==> src/rtl/seq_divider_8x4.sv <==
// Sequential restoring divider (2N/N bits), one quotient bit per clock, valid/ready on both sides.
// Optional DIV_SELFCHECK_EN: recompute quotient*divisor+remainder with vedic multipliers and flag mismatches.
`ifdef DIV_SELFCHECK_EN
module vedic_4x4 (
    input  logic [3:0] a,
    input  logic [3:0] b,
    output logic [7:0] p
);
    logic [3:0] pp [4];

    generate
        for (genvar gi = 0; gi < 2; gi++) begin : g_row
            for (genvar gj = 0; gj < 2; gj++) begin : g_col
                logic [1:0] a2, b2;
                logic       s1, c1, s2, c2;
                assign a2 = a[2*gi +: 2];
                assign b2 = b[2*gj +: 2];
                // 2x2 vertically-and-crosswise block
                assign s1 = (a2[1] & b2[0]) ^ (a2[0] & b2[1]);
                assign c1 = (a2[1] & b2[0]) & (a2[0] & b2[1]);
                assign s2 = (a2[1] & b2[1]) ^ c1;
                assign c2 = (a2[1] & b2[1]) & c1;
                assign pp[gi*2+gj] = {c2, s2, s1, a2[0] & b2[0]};
            end
        end
    endgenerate

    assign p = {4'b0, pp[0]} + {2'b0, pp[1], 2'b0} + {2'b0, pp[2], 2'b0} + {pp[3], 4'b0};
endmodule
`endif

module seq_divider_8x4 #(
    parameter int N = 4
) (
    input  logic           clk,
    input  logic           rst,
    input  logic           in_valid,
    output logic           in_ready,
    input  logic [2*N-1:0] dividend,
    input  logic [N-1:0]   divisor,
    output logic           out_valid,
    input  logic           out_ready,
    output logic [2*N-1:0] quotient,
    output logic [N-1:0]   remainder,
    output logic           div_zero
`ifdef DIV_SELFCHECK_EN
    ,
    output logic           chk_err
`endif
);
    localparam int CW = $clog2(2*N);

    typedef enum logic [1:0] {IDLE, RUN, DONE} state_t;

    state_t         state_reg, state_next;
    logic [CW-1:0]  count_reg;
    logic [2*N-1:0] dvd_reg;
    logic [2*N-2:0] quo_work_reg;
    logic [N-1:0]   dsr_reg, rem_work_reg;
    logic [2*N-1:0] quotient_reg;
    logic [N-1:0]   remainder_reg;
    logic           div_zero_reg;
    logic           accept, last_step, ge, chk_pend;
    logic [N:0]     r_shift, r_diff;
    logic [N-1:0]   r_new;

    assign accept    = in_valid && (state_reg == IDLE);
    assign last_step = (state_reg == RUN) && (count_reg == '0);

    // No borrow out of the N+1-bit subtract means the partial remainder covers the divisor.
    assign r_shift = {rem_work_reg, dvd_reg[2*N-1]};
    assign r_diff  = r_shift - {1'b0, dsr_reg};
    assign ge      = ~r_diff[N];
    assign r_new   = ge ? r_diff[N-1:0] : r_shift[N-1:0];

    always_ff @(posedge clk) begin
        if (rst) state_reg <= IDLE;
        else     state_reg <= state_next;
    end

    always_comb begin
        state_next = state_reg;
        case (state_reg)
            IDLE:    if (accept) state_next = (divisor == '0) ? DONE : RUN;
            RUN:     if (count_reg == '0) state_next = DONE;
            DONE:    if (out_valid && out_ready) state_next = IDLE;
            default: state_next = IDLE;
        endcase
    end

    always_comb begin
        in_ready  = (state_reg == IDLE);
        out_valid = (state_reg == DONE) && !chk_pend;
    end

    always_ff @(posedge clk) begin
        if (rst) begin
            count_reg     <= '0;
            dvd_reg       <= '0;
            dsr_reg       <= '0;
            quo_work_reg  <= '0;
            rem_work_reg  <= '0;
            quotient_reg  <= '0;
            remainder_reg <= '0;
            div_zero_reg  <= 1'b0;
        end else if (accept) begin
            dvd_reg      <= dividend;
            dsr_reg      <= divisor;
            count_reg    <= CW'(2*N-1);
            quo_work_reg <= '0;
            rem_work_reg <= '0;
            if (divisor == '0) begin
                quotient_reg  <= '1;
                remainder_reg <= '0;
                div_zero_reg  <= 1'b1;
            end
        end else if (state_reg == RUN) begin
            dvd_reg      <= dvd_reg << 1;
            rem_work_reg <= r_new;
            quo_work_reg <= {quo_work_reg[2*N-3:0], ge};
            count_reg    <= count_reg - 1'b1;
            if (last_step) begin
                quotient_reg  <= {quo_work_reg, ge};
                remainder_reg <= r_new;
                div_zero_reg  <= 1'b0;
            end
        end
    end

    assign quotient  = quotient_reg;
    assign remainder = remainder_reg;
    assign div_zero  = div_zero_reg;

`ifdef DIV_SELFCHECK_EN
    generate
        if (N != 4) begin : g_bad_width
            $error("DIV_SELFCHECK_EN requires N == 4");
        end
    endgenerate

    logic [7:0]  dvd_orig_reg;
    logic        chk_pend_reg, chk_err_reg;
    logic [7:0]  pp_lo, pp_hi;
    logic [11:0] chk_sum;

    vedic_4x4 u_mul_lo (.a(quotient_reg[3:0]), .b(dsr_reg), .p(pp_lo));
    vedic_4x4 u_mul_hi (.a(quotient_reg[7:4]), .b(dsr_reg), .p(pp_hi));

    assign chk_sum = {4'b0, pp_lo} + {pp_hi, 4'b0} + {8'b0, remainder_reg};

    // The reconstruction runs in the extra DONE cycle that holds back out_valid.
    always_ff @(posedge clk) begin
        if (rst) begin
            dvd_orig_reg <= '0;
            chk_pend_reg <= 1'b0;
            chk_err_reg  <= 1'b0;
        end else begin
            if (accept) dvd_orig_reg <= dividend;
            chk_pend_reg <= last_step;
            if (chk_pend_reg && (chk_sum != {4'b0, dvd_orig_reg})) chk_err_reg <= 1'b1;
        end
    end

    assign chk_pend = chk_pend_reg;
    assign chk_err  = chk_err_reg;
`else
    assign chk_pend = 1'b0;
`endif
endmodule
==> config.mk <==
export PLATFORM = sky130hd
export DESIGN_NAME = seq_divider_8x4
export DESIGN_NICKNAME = d
export VERILOG_FILES = /design/src/rtl/seq_divider_8x4.sv
export SDC_FILE = /design/constraint.sdc
export NUM_CORES = 1
export LEC_CHECK = 0
export ABC_AREA = 1
export CAP_MARGIN = 20
export CORE_MARGIN = 4
export CORE_UTILIZATION = 30
export CTS_BUF_LIST = sky130_fd_sc_hd__clkbuf_4 sky130_fd_sc_hd__clkbuf_8 sky130_fd_sc_hd__clkbuf_16
export DETAILED_ROUTE_END_ITERATION = 10
export HOLD_SLACK_MARGIN = 0.1
export PLACE_DENSITY_LB_ADDON = 0.3
export SLEW_MARGIN = 20
export SYNTH_ARGS = -nofsm -noshare
export SYNTH_HDL_FRONTEND = slang
export SYNTH_HIERARCHICAL = 1
export SYNTH_SLANG_ARGS = --single-unit
==> constraint.sdc <==
create_clock -name clk -period 1.6 [get_ports clk]
set_input_delay 0.48 -clock clk [delete_from_list [all_inputs] [get_ports clk]]
set_output_delay 0.48 -clock clk [all_outputs]
set_load 0.02 [all_outputs]
# == Word-level counts from Yosys, hierarchy flattened ==
# Cells that the tools add are included.
# totals
reg_bits,41
latchBits,0
ram_bits,0
rom_bits,0
inputBits,16
output_inout_bits,15
wordCells,51
memories,0
# classes
addsub,2
n_mul,0
div,0
order_cmp,0
n_eq_ne,6
shift,0
muxes,22
n_bitwise,1
n_reduce_logical,11
# op_table
cell,count
2-to-1 mux 8 bit,6
2-to-1 mux 4 bit,5
2-to-1 mux 2 bit,4
2-to-1 mux 3 bit,2
"!= test 2 x 1 -> 1 bit, second input constant",3
case mux 2 bit (3 select lines),1
AND reduction 3 bit,2
subtractor 5 x 4 -> 5 bit,1
zero test 4 bit,1
2-to-1 mux 1 bit,4
nonzero test 2 bit,2
logical AND 1 bit,3
zero test 3 bit,1
"subtractor 3 x 1 -> 3 bit, second input constant",1
"== test 2 x 1 -> 1 bit, second input constant",1
"== test 2 bit, second input constant",1
zero test 2 bit,1
"!= test 2 bit, second input constant",1
OR reduction 2 bit,1
inverter 1 bit,1

# == Longest topological paths before layout ==
# depth
depth_word,5
ltp_mapped,13
depth_no_buf,13

# == Worst setup path after synthesis ==
# OpenSTA, ideal clock, no wires.
# synth_path
kind,flip-flop to flip-flop
from,register dvd_reg[7]
to,register rem_work_reg[1]
setup_time_ns,0.115
t_arrival_ns,1.553
required_ns,1.485
slack_ns,-0.068
stages_incl_launch_ff,11
path_buffers,0
synth_period_minus_slack_ns,1.668
cell_sequence,dfxtp_1 inv_1 ha_1 inv_1 fa_1 nand3_1 nand3_1 nand2_2 o21ai_0 o21ai_0 inv_1
# synth_via
elab_chain_len,2
# synth_lines
item,line_no,rtl
"start, declared",57,logic [2*N-1:0] dvd_reg;
"start signal, assigned",107,dvd_reg <= dividend;
"start signal, assigned",118,dvd_reg <= dvd_reg << 1;
subtractor 5 x 4 -> 5 bit,72,"assign r_diff = r_shift - {1'b0, dsr_reg};"
2-to-1 mux 4 bit,74,assign r_new = ge ? r_diff[N-1:0] : r_shift[N-1:0];
"end signal, assigned",119,rem_work_reg <= r_new;
"end, declared",59,"logic [N-1:0] dsr_reg, rem_work_reg;"
# No other way between the ends.
# A chain may end at the register's enable or synchronous reset.

# == Worst setup path after layout ==
# layout_path
from,register dvd_reg[7]
to,register rem_work_reg[2]
# The elaborated chain is that of the path after synthesis.

==> results by group <==
Synthesis
  • Yosys warns: 6
  • Area leader, netlist: dfxtp_1
  • Unique masters post-synth: 22
  • Post-synthesis simple-gate area fraction: 27.86%
  • Synthesized instance count: 266
  • Adder-cell share of the synthesized area: 5.077%
  • XOR/XNOR Fraction of Synth Area: 0.4676%
  • Synth top area share: 43.82%
  • Mapped Area: 1873 um2
  • Area contributors post-synth: dfxtp_1 44%, nand2_1 16%, inv_1 7.2%, a21oi_1 6.1%, nand3_1 4.5%
  • Syn nets: 289
  • Post-synthesis compound-gate area fraction: 12.89%
  • Largest family of logic cells by synthesized area: simple AND/OR/NAND/NOR gates
  • Post-synthesis area per instance: 7.042 um2
  • Post-synthesis mux area share: 0%
  • Yosys reg bits: 41
  • Post-synthesis sequential area ratio: 43.82%

GRT
  • First-pass GRT wire length: 7.314 mm
  • Global-route congestion overflow total: 0
  • Antenna violations before repair: 0
  • Largest net degree at the start of global routing: 17
  • GR Util All Layers: 12.42%
  • Vias in the first global route: 1617

Setup path
  • Crit-path max FO: 4
  • Largest stage delay, worst path: 0.36 ns
  • Most used cell, CP: nand2_1
  • Buf/Inv on CP: 4
  • CP Cell Sequence: inv_2 -> ha_4 -> inv_2 -> fa_2 -> nand2_1 -> nand2_1 -> nand3_2 -> buf_6 -> nand3_2 -> nand2_1 -> nand2_1 -> nand2_1 -> inv_1
  • Crit Path Category: reg2reg
  • Worst endpoint required time: 1.80 ns
  • Kind of cell adding the most delay to the critical path: adder cells
  • CP Capture Type: flop
  • Worst Path Arrival: 1.87 ns
  • Worst setup SP type: flop
  • Slowest CP cell: fa_2

Run status
  • Status: finished with violations
  • Violated checks: negative setup slack

Clock tree
  • Clk Latency, worst-skew pair: 0.30 ns
  • CTS Buf Count: 5
  • Post-CTS Hold Fix Bufs: 0
  • Clk root buf: clkbuf_8
  • Clock buffer depth: 2
  • # clock sinks: 41
  • H-tree level count: 2
  • Clock slew at reported path FFs: 0.08 ns
  • CTS tree: done

Route
  • DRT iter0 DRCs: 85
  • Vias: 1792
  • Drt first pass iters: 5
  • Drt via density: 4.480
  • Final ANT Viol Nets: 0
  • Post-Route WL: 4.387 mm
  • DRC errors left: 0
  • Avg WL per Cell: 10.97 um

Floorplan
  • Die Width: 87.02 um
  • Total core area: 5991 um2
  • # rows: 28
  • Initial Util: 31.27%
  • I/O pin cnt: 31
  • Area of the die: 7572 um2
  • Die height: 87.02 um

Power and ir drop
  • Max VDD drop: 0.0003709 V
  • Pwr Density: 1045 nW/um2
  • LEAKAGE: 1.261 nW

Layout
  • Final Cell Area: 2639 um2
  • FF+latch area: 822.0 um2
  • Area delta synth->final: 40.88%
  • FILL cells: 625
  • Fin nets: 347
  • Diodes inserted: 0
  • Share of layout cells above drive strength 1: 20.31%
  • Area of the multi-input gates: 954.7 um2

STA
  • Tcrit/Tclk final: 104.2%
  • Setup violators final: 8
  • F_max: 600.0 MHz
  • Final Worst Setup Slack: -0.06672 ns
  • RSZ-0062 raised after global routing: true
  • Worst-Margin Slew: 0.2437 ns
  • Final min period: 1.667 ns
  • Worst Hold Slack: 0.4636 ns
  • Pins Over Slew Limit: 0
  • Final hold violation count: 0
  • Max_slew headroom: 83.72%
  • Clk_skew: 0.01134 ns

Job
  • Max_cap viols: 0

Place
  • Placed cell area: 2442 um2
  • Final RePlAce weighted congestion: 0.7356
  • Final HPWL from detailed placement: 3.228 mm
  • Input/output buffers: 30

Hold path
  • HP Class: reg2reg
==> routing by layer <==
metal  global-route usage (%)  share of wire (%)  up-vias
met3                    3.500                5.7        9
li1                         -                  -      950
met5                        0                  0        -
met1                    16.39                 47      798
met4                    4.674                1.7        0
met2                    19.19                 45       35
==> Yosys cell counts <==
library cell / count
buf_2: 4
o21ai_0: 15
fa_1: 1
nor3_1: 3
nor2_1: 15
ha_1: 6
inv_2: 1
buf_4: 1
xor2_1: 1
o211ai_1: 1
or2_1: 2
nand2_2: 3
a21oi_1: 23
inv_1: 36
dfxtp_1: 41
clkbuf_1: 4
clkinv_1: 1
nand2_1: 82
a31oi_1: 7
nand3_1: 17
nand3_2: 1
nor3_4: 1
==> worst paths after layout <==
| check | end | cells past startpoint | slack, ns | start |
|---|---|---|---|---|
| hold reg to reg | dvd_reg[0]$_SDFFE_PP0P_ | 2 | 0.46 | dvd_reg[0]$_SDFFE_PP0P_ |
| setup / recovery | rem_work_reg[2]$_SDFFE_PP0N_ | 13 | -0.07 | dvd_reg[7]$_SDFFE_PP0P_ |
| hold / removal | dvd_reg[0]$_SDFFE_PP0P_ | 2 | 0.46 | dvd_reg[0]$_SDFFE_PP0P_ |
| setup reg to reg | rem_work_reg[2]$_SDFFE_PP0N_ | 13 | -0.07 | dvd_reg[7]$_SDFFE_PP0P_ |
==> cells by family after synthesis <==
logic type | after synthesis
AND/OR/NAND/NOR | 124
buffers and inverters | 47
AO/OA/AOI/OAI | 46
flip-flops | 41
adder cells (fa/ha/maj) | 7
XOR/XNOR | 1
==> where the power goes <==
part	switching (mW)	leakage, nW	total, mW	internal [mW]
Combinational	0.434	0.871	0.776	0.342
Clock	0.386	0.0543	0.853	0.467
Sequential	0.0396	0.335	1.13	1.09
==> worst min-delay path: stages (launching register included) <==
cell and delay [ns]:
dfxtp_1 0.31, nand2_1 0.06, a21oi_1 0.05
==> cell type report <==
type	instances	share of cell area [%]
clock inverters	3	1.754
inverters	38	5.405
clock buffers	5	2.608
repair buffers	60	19.35
multi-input cells	178	36.18
well taps	75	3.556
flip-flops and latches	41	31.15
==> cells in the final DEF, fill, tap and decap left out, types with 2 or more instances in the layout <==
| cell type | count |
|---|---|
| a21oi_1 | 20 |
| nand2_2 | 4 |
| or2_1 | 2 |
| buf_6 | 3 |
| clkdlybuf4s50_1 | 15 |
| nor2_1 | 15 |
| dlygate4sd2_1 | 13 |
| clkbuf_2 | 2 |
| nor3_1 | 3 |
| a21oi_2 | 3 |
| ha_1 | 5 |
| inv_2 | 4 |
| o21ai_0 | 11 |
| nand2_1 | 80 |
| nand3_2 | 8 |
| clkbuf_8 | 5 |
| o21ai_1 | 3 |
| dfxtp_1 | 40 |
| a31oi_1 | 7 |
| inv_1 | 33 |
| nand3_1 | 9 |
| buf_4 | 27 |
==> repair_timing <==
action	4_1_cts	5_1_grt
pin swaps	9	5
resized for setup	36	11
hold endpoints to repair	0	0
setup buffers	1	1
setup endpoints to repair	25	18
==> metrics by stage <==
stage / instances / worst slack, ns / total power [mW] / setup TNS (ns) / utilization (%)
global route: 400 / -0.2012 / 2.931 / -1.272 / 44.05
CTS: 399 / -0.06453 / 2.755 / -0.2285 / 43.61
finish: 400 / -0.06672 / 2.758 / -0.3510 / 44.05
global placement: 390 / -0.1352 / 1.850 / -2.677 / 40.77
detailed placement: 390 / -0.1716 / 1.856 / -3.468 / 40.77
floorplan: 266 / 0.007325 / 1.564 / 0 / -
Note: power is estimated with default switching activity, not from simulation.
